### config.mk
export PLATFORM = sky130hd
export DESIGN_NAME = gcd_sequencer
export DESIGN_NICKNAME = d
export VERILOG_FILES = /design/src/rtl/gcd_ctrl_pkg.sv /design/src/rtl/gcd_iter_counter.sv /design/src/rtl/gcd_sequencer.sv
export SDC_FILE = /design/constraint.sdc
export NUM_CORES = 1
export LEC_CHECK = 0
export CAP_MARGIN = 0
export CORE_MARGIN = 3
export CORE_UTILIZATION = 30
export CTS_BUF_LIST = sky130_fd_sc_hd__clkbuf_4
export CTS_CLUSTER_SIZE = 40
export DETAILED_ROUTE_END_ITERATION = 7
export GPL_TIMING_DRIVEN = 0
export SLEW_MARGIN = 25
export SYNTH_ARGS = -nofsm -noshare
export SYNTH_HDL_FRONTEND = slang
export SYNTH_SLANG_ARGS = --single-unit
### constraint.sdc
create_clock -name clk -period 3 [get_ports clk]
set_input_delay 0.6 -clock clk [delete_from_list [all_inputs] [get_ports clk]]
set_output_delay 0.6 -clock clk [all_outputs]
set_load 0.02 [all_outputs]
### src/rtl/gcd_ctrl_pkg.sv
// Shared constants for the GCD control path: FSM state encodings,
// datapath mux select values and a comparator sanity helper.
package gcd_ctrl_pkg;

   // FSM state encodings (3-bit, kept as plain constants for legacy tools)
   localparam logic [2:0] ST_IDLE    = 3'd0;
   localparam logic [2:0] ST_LOAD_A  = 3'd1;
   localparam logic [2:0] ST_LOAD_B  = 3'd2;
   localparam logic [2:0] ST_COMPUTE = 3'd3;
   localparam logic [2:0] ST_DONE    = 3'd4;

   // Subtractor operand selects
   localparam logic SEL_A = 1'b0;
   localparam logic SEL_B = 1'b1;

   // Register input bus select
   localparam logic SEL_BUS_DATA = 1'b1;
   localparam logic SEL_BUS_SUB  = 1'b0;

   // Exactly one comparator flag must be set for the datapath to be trusted.
   function automatic logic flags_one_hot(input logic lt, input logic gt, input logic eq);
      return $onehot({lt, gt, eq});
   endfunction

endpackage

### src/rtl/gcd_iter_counter.sv
// Subtraction iteration counter: synchronous clear, increment, saturation
// at MAX_ITER and a terminal flag used for the timeout abort.
module gcd_iter_counter #(
   parameter int MAX_ITER = 65535,
   parameter int CNT_W    = 16
) (
   input  logic             clk,
   input  logic             rst_n,
   input  logic             clr,
   input  logic             inc,
   output logic [CNT_W-1:0] count,
   output logic             at_max
);

   assign at_max = (count == CNT_W'(MAX_ITER));

   // Count subtractions; clear wins, and the value sticks once it hits MAX_ITER.
   always_ff @(posedge clk or negedge rst_n) begin
      // NOTE: state updates in clocked blocks use <= so every flop samples pre-edge values.
      if (!rst_n) begin
         count <= '0;
      end else if (clr) begin
         count <= '0;
      end else if (inc && !at_max) begin
         count <= count + 1'b1;
      end
   end

endmodule

### src/rtl/gcd_sequencer.sv
// Control FSM for the subtractive GCD datapath. Accepts an operand pair,
// loads A then B over the shared data bus, steers A-=B / B-=A from the
// comparator flags until they are equal, then holds done plus status.
module gcd_sequencer
   import gcd_ctrl_pkg::*;
#(
   parameter int WIDTH    = 16,
   parameter int MAX_ITER = 65535,
   parameter int CNT_W    = 16
) (
   input  logic             clk,
   input  logic             rst_n,
   input  logic             in_valid,
   output logic             in_ready,
   input  logic [WIDTH-1:0] in_a,
   input  logic [WIDTH-1:0] in_b,
   input  logic             abort,
   input  logic             lt,
   input  logic             gt,
   input  logic             eq,
   output logic [WIDTH-1:0] data_in,
   output logic             ldA,
   output logic             ldB,
   output logic             sel1,
   output logic             sel2,
   output logic             sel_in,
   output logic             done,
   output logic             err_zero,
   output logic             err_timeout,
   output logic             err_flags,
   output logic [CNT_W-1:0] iter_count
);

   logic [2:0]       state_q;
   logic [2:0]       state_d;
   logic             ready_q;
   logic [WIDTH-1:0] op_a;
   logic [WIDTH-1:0] op_b;
   logic             accept;
   logic             cnt_inc;
   logic             cnt_at_max;
   logic             set_zero;
   logic             set_timeout;
   logic             set_flags;

   // in_ready is registered so it stays low while reset is held and rises
   // on the first edge after release.
   assign in_ready = ready_q;
   assign accept   = in_valid && ready_q;

   gcd_iter_counter #(
      .MAX_ITER (MAX_ITER),
      .CNT_W    (CNT_W)
   ) u_iter_counter (
      .clk    (clk),
      .rst_n  (rst_n),
      .clr    (accept && !abort),
      .inc    (cnt_inc && !abort),
      .count  (iter_count),
      .at_max (cnt_at_max)
   );

   // Next-state and output decode; COMPUTE outputs are Mealy on the flags.
   always_comb begin
      // NOTE: every output gets a default first so no path leaves a latch behind.
      state_d     = state_q;
      data_in     = '0;
      ldA         = 1'b0;
      ldB         = 1'b0;
      sel1        = SEL_A;
      sel2        = SEL_A;
      sel_in      = SEL_BUS_SUB;
      cnt_inc     = 1'b0;
      set_zero    = 1'b0;
      set_timeout = 1'b0;
      set_flags   = 1'b0;

      case (state_q)
         ST_IDLE, ST_DONE: begin
            if (accept) state_d = ST_LOAD_A;
         end
         ST_LOAD_A: begin
            data_in = op_a;
            sel_in  = SEL_BUS_DATA;
            ldA     = 1'b1;
            state_d = ST_LOAD_B;
         end
         ST_LOAD_B: begin
            data_in = op_b;
            sel_in  = SEL_BUS_DATA;
            ldB     = 1'b1;
            if (op_a == '0 || op_b == '0) begin
               set_zero = 1'b1;
               state_d  = ST_DONE;
            end else begin
               state_d = ST_COMPUTE;
            end
         end
         ST_COMPUTE: begin
            if (!flags_one_hot(lt, gt, eq)) begin
               set_flags = 1'b1;
               state_d   = ST_DONE;
            end else if (eq) begin
               state_d = ST_DONE;
            end else if (cnt_at_max) begin
               set_timeout = 1'b1;
               state_d     = ST_DONE;
            end else if (gt) begin
               sel1    = SEL_A;
               sel2    = SEL_B;
               ldA     = 1'b1;
               cnt_inc = 1'b1;
            end else begin
               sel1    = SEL_B;
               sel2    = SEL_A;
               ldB     = 1'b1;
               cnt_inc = 1'b1;
            end
         end
         default: state_d = ST_IDLE;
      endcase

      // Abort beats everything, including a same-cycle accept.
      if (abort) state_d = ST_IDLE;
   end

   // State, ready flag, operand holding registers and sticky status.
   always_ff @(posedge clk or negedge rst_n) begin
      // NOTE: the operand holding regs are reset too, so data_in is a known 0 out of reset.
      if (!rst_n) begin
         state_q     <= ST_IDLE;
         ready_q     <= 1'b0;
         op_a        <= '0;
         op_b        <= '0;
         done        <= 1'b0;
         err_zero    <= 1'b0;
         err_timeout <= 1'b0;
         err_flags   <= 1'b0;
      end else begin
         state_q <= state_d;
         ready_q <= (state_d == ST_IDLE) || (state_d == ST_DONE);
         if (abort) begin
            done        <= 1'b0;
            err_zero    <= 1'b0;
            err_timeout <= 1'b0;
            err_flags   <= 1'b0;
         end else if (accept) begin
            op_a        <= in_a;
            op_b        <= in_b;
            done        <= 1'b0;
            err_zero    <= 1'b0;
            err_timeout <= 1'b0;
            err_flags   <= 1'b0;
         end else begin
            if (state_d == ST_DONE && state_q != ST_DONE) done <= 1'b1;
            if (set_zero)    err_zero    <= 1'b1;
            if (set_timeout) err_timeout <= 1'b1;
            if (set_flags)   err_flags   <= 1'b1;
         end
      end
   end

endmodule

# Word level (Yosys, flattened, before mapping)
# Index checks and enable logic that the tools add are counted.
word_totals:
  in_bits: 39
  n_memories: 0
  romBits: 0
  mem_bits_rw: 0
  output_inout_bits: 42
  latch_bits: 0
  ff_bits: 56
  wordCells: 89
op_classes:
  div_mod_pow: 0
  mul: 0
  n_reduce_logical: 21
  eq_ne: 8
  muxes: 47
  addsub: 3
  n_shift: 0
  bitwise: 1
  order_cmp: 0
op_table:
  columns: ["op", "count"]
  rows:
  - ["1-bit two-way mux", 35]
  - ["16-bit logical NOT", 2]
  - ["16-bit two-way mux", 2]
  - ["16-bit one-hot mux with 2 select lines", 1]
  - ["3-bit two-way mux", 6]
  - ["16-bit by 1-bit adder with 16-bit output (second input constant)", 1]
  - ["16-bit == test (second input constant)", 1]
  - ["3-bit one-hot mux with 4 select lines", 1]
  - ["3-bit nonzero test", 4]
  - ["3-bit by 2-bit == test with 1-bit output (second input constant)", 2]
  - ["3-bit == test (second input constant)", 2]
  - ["3-bit logical NOT", 2]
  - ["1-bit logical AND", 5]
  - ["1-bit one-hot mux with 2 select lines", 2]
  - ["2-bit OR reduction", 2]
  - ["3-bit by 1-bit == test with 1-bit output (second input constant)", 1]
  - ["3-bit inequality test (second input constant)", 1]
  - ["1-bit by 1-bit adder with 2-bit output", 1]
  - ["2-bit by 1-bit adder with 2-bit output", 1]
  - ["2-bit by 1-bit == test with 1-bit output (second input constant)", 1]
  - ["1-bit logical NOT", 2]
  - ["1-bit logical OR", 2]
  - ["2-bit AND reduction", 1]
  - ["2-bit nonzero test", 1]
  - ["1-bit inverter", 1]

# Longest topological paths before layout
depth:
  word_depth: 11
  mapped_depth: 6
  depth_no_buf: 6

# By module
# From an unflattened synthesis, not the netlist that was laid out.
hier_totals:
  hier_cells: 318
  area_unflattened_um2: 2836.5
by_module_without_submodules:
  columns: ["module", "area_each_um2", "n_inst", "seq_area_each_um2", "cells_per_inst"]
  rows:
  - ["gcd_sequencer", 1876.8, 1, 1001.0, 216]
  - ["gcd_iter_counter", 959.7, 1, 400.4, 102]

# Worst setup path before layout
# OpenSTA, ideal clock, no wires.
synth_timing:
  path_type: "input port to output port"
  startpoint: "in lt"
  endpoint: "out ldB"
  stages: 6
  arrival_time_ps: 2353
  path_buffers: 0
  t_required_ps: 2400
  setup_slack_ps: 47
  path_cell_list: "inv_1 > fa_1 > or3b_2 > nor2_1 > nand3_1 > a21oi_1"
synth_via:
  elab_chain_len: 4
synth_lines:
  columns: ["element", "line", "rtl"]
  rows:
  - ["start, declared", "gcd_sequencer.sv:18", "input logic lt,"]
  - ["2-bit by 1-bit adder with 2-bit output (implied by the code)", "gcd_ctrl_pkg.sv:22", "return $onehot({lt, gt, eq});"]
  - ["2-bit by 1-bit == test with 1-bit output", "gcd_ctrl_pkg.sv:22", null]
  - ["1-bit two-way mux", "gcd_sequencer.sv:100", "if (!flags_one_hot(lt, gt, eq)) begin"]
  - ["1-bit one-hot mux with 2 select lines", "gcd_sequencer.sv:78", "case (state_q)"]
  - ["end, declared", "gcd_sequencer.sv:23", "output logic ldB,"]
# Every way passes these cells.

# Worst setup path after layout
layout_timing:
  startpoint: "in gt"
  endpoint: "out ldA"
layout_via:
  elab_chain_len: 5
  elab_cells_between_ends: 8
  classes_between: "2 x add/sub; 1 x eq/ne; 5 x mux"
layout_lines:
  columns: ["element", "line", "rtl"]
  rows:
  - ["start, declared", "gcd_sequencer.sv:19", "input logic gt,"]
  - ["1-bit by 1-bit adder with 2-bit output (implied by the code) / 1-bit two-way mux (equally long branches)", "gcd_ctrl_pkg.sv:22, gcd_sequencer.sv:108", null]
  - ["2-bit by 1-bit adder with 2-bit output (implied by the code) / 1-bit two-way mux (equally long branches)", "gcd_ctrl_pkg.sv:22, gcd_sequencer.sv:105", null]
  - ["2-bit by 1-bit == test with 1-bit output / 1-bit two-way mux (equally long branches)", "gcd_ctrl_pkg.sv:22, gcd_sequencer.sv:103", null]
  - ["1-bit two-way mux (*)", "gcd_sequencer.sv:100", null]
  - ["1-bit one-hot mux with 2 select lines (*)", "gcd_sequencer.sv:78", null]
  - ["end, declared", "gcd_sequencer.sv:22", "output logic ldA,"]
# Every way passes the cells marked *; elsewhere a longest branch is shown, timed or not.

==> reports/results.ini <==
[outcome]
outcome = completed

[logic_synthesis]
synth_seq_cells = 56
ys_warn_count = 0
synthMostInstantiatedCell = nand2_1
synthTopCellsByArea = dfrtp_1, nand2_1, a22o_1, mux2i_1, nor4_1
synthArstFlopShare_pct = 100
syn_area_um2 = 2870
synth_nets = 369
yosysTopAreaCell = dfrtp_1
netlist.area_leader.share_pct = 48.8
ys_seq_area_share_pct = 48.8
synth-main-ff-cell = dfrtp_1
synth_edf_count = 0
syn_avg_cell_area_um2 = 8.76
synthCells = 328
synth_cell_types = 48
synthTopCellsByCount = nand2_1, dfrtp_1, a22o_1

[global_route]
grt_use_total_pct = 15.8
antenna_found_initial = 0
grt_max_degree = 44
grt_pass1_vias = 2738
grt_pass1_wl_um = 14000
overflow = 0

[power]
ir_drop_v = 0.000198
leakagePower_nw = 1.83
p_per_area_nw_per_um2 = 456

[layout]
nNetsFinal = 463
final-seq-area_um2 = 1410
drive_gt1_share_pct = 12.3
multi_input_area_um2 = 1410
design_area_um2 = 3980
n_fill_cell = 956
area_growth_pct = 38.5
n_antenna_cell = 0

[clock_network]
root_buffer = clkbuf_4
clkTransAtPathRegs_ns = 0.17
hold_buffers = 0
ctsHtreeMaxLevel = 2
cts_max_path_buffers = 2
cts_tree = done
clk_latency_ns = 0.40
cts_made_buffers = 5
cts_sinks = 56

[sta]
min_period_over_period_pct = 98.3
relSlewSlack_pct = 49.7
finClkSkew_ns = 0.0177
fmax_ghz = 0.339
setup_viol = 0
finalWorstSetupSlack_ns = 0.0504
tightestPinTransition_ns = 0.749
finalHoldViolCount = 0
maxSlewViolCount = 0
min_period_ns = 2.95

[drt]
drc = 0
drtAntennaViolNets = 0
finalWirelength_um = 8440
drtIter0Drc = 195
first_pass_iters = 4
num_vias = 2732
routedWlPerCell_um = 15.3
via_per_inst = 4.95

[critical_path]
reg2reg_to = u_iter_counter.count[10]$_DFFE_PN0P_
worstPathArrival_ns = 2.35
cp-start-kind = input port
worstPathRequired_ns = 2.40
worstPathMaxFanout = 3
rr_startpoint = state_q[0]$_DFF_PN0_
end_kind = primary output
rrSetupSlack_ns = 0.81
crit_type = in -> out
rr_worst_depth = 5

[floorplan]
rows = 35
initial_core_util_pct = 31.0
ioPinCount = 81
die_w_um = 104
dieHeight_um = 104
core_area_um2 = 9280
die_area_um2 = 10800

[place]
dp_slack_ns = -1.03
placed_area_um2 = 3850
numPortBuffers = 79
place_hpwl_um = 6330
place_congestion = 0.838

[hold_path]
hold_class = in -> async

[run]
max-cap-violations = 0

[kinds of logic (layout without fill, tap and decap cells)]
group / Yosys count / count (layout) / share of synthesized area (%)
DFF: 56 / 56 / 48.8
adders and majority gates: 2 / 2 / 1.13
muxes: 7 / 7 / 2.44
buffers and inverters: 23 / 118 / 3.35
and+or+nand+nor: 189 / 189 / 31.4
AOI/OAI and AO/OA: 51 / 51 / 12.9
[placed cells by master (no fill, tap or decap), types with 7 or more instances in the layout]
master / n
buf_4: 9
nand3_1: 11
mux2i_1: 7
dlygate4sd2_1: 13
dfrtp_1: 53
clkdlybuf4s50_1: 61
or2_2: 9
nand4_1: 8
a21oi_1: 11
clkbuf_1: 11
a22o_1: 16
nand2_1: 112
nor4_1: 10
[critical path, stage by stage]
cell and delay [ns]:
dlygate4sd2_1 0.24, inv_2 0.06, fa_1 0.49, or3b_4 0.43
nor2_4 0.12, and3_4 0.18, or2_1 0.11, buf_6 0.11
[repair_timing]
item                       in CTS  in global routing
pin swaps                       6                  2
setup endpoints to repair      20                  2
cloned                          0                  0
gates resized for setup        45                  4
setup buffers                   3                  4
[power by group]
group | leakage, nW | internal, mW | switching [mW] | total [mW]
clock | 0.0322 | 0.0978 | 0.260 | 0.358
combinational | 1.08 | 0.227 | 0.279 | 0.506
sequential | 0.722 | 0.859 | 0.0915 | 0.951
total | 1.83 | 1.18 | 0.631 | 1.82
[per-layer routing]
| layer | track usage [%] | vias to the layer above | part of all wire [%] |
|---|---|---|---|
| met5 | 0 | - | 0 |
| met4 | 4.08 | 0 | 1.4 |
| met3 | 2.86 | 9 | 5.8 |
| met2 | 25.0 | 88 | 47 |
| met1 | 22.2 | 1293 | 46 |
| li1 | - | 1342 | - |
[worst max-delay path by stage]
stage	startpoint	end	slack, ns
after floorplan	lt	ldB	0.05
after global placement	gt	ldB	-1.02
after detailed placement	gt	ldB	-1.03
after CTS	eq	ldA	0.04
after global routing	gt	ldA	-0.01
final	gt	ldA	0.05
[stage by stage]
stage               util, %  power [mW]  TNS (ns)  hold slack (ns)  instances
global route           42.9        1.93   -0.0127           0.0191        552
CTS                    42.5        1.83         0           0.0231        548
floorplan                 -        1.22         0            0.304        328
global placement       41.2        1.46    -33.15            0.480        536
detailed placement     41.5        1.47     -4.85            0.479        537
finish                 42.9        1.82         0           0.0279        552
[flip-flops by register name, indices dropped and copies added (netlist names)]
| name | count |
|---|---|
| op_a | 16 |
| in_ready | 1 |
| done | 1 |
| op_b | 16 |
| state_q | 3 |
| u_iter_counter.count | 16 |
| err_flags | 1 |
| err_timeout | 1 |
| err_zero | 1 |
[layout make-up]
class                           count  share of cell area, %
Sequential cell                    56                   35.3
Buffer                             16                   1.89
Clock inverter                      3                  0.629
Clock buffer                        5                  0.943
Inverter                            7                  0.660
Tap cell                          129                   4.05
Timing Repair Buffer               87                   21.1
Multi-Input combinational cell    249                   35.4
No activity file was read; power rests on OpenSTA's default activity.
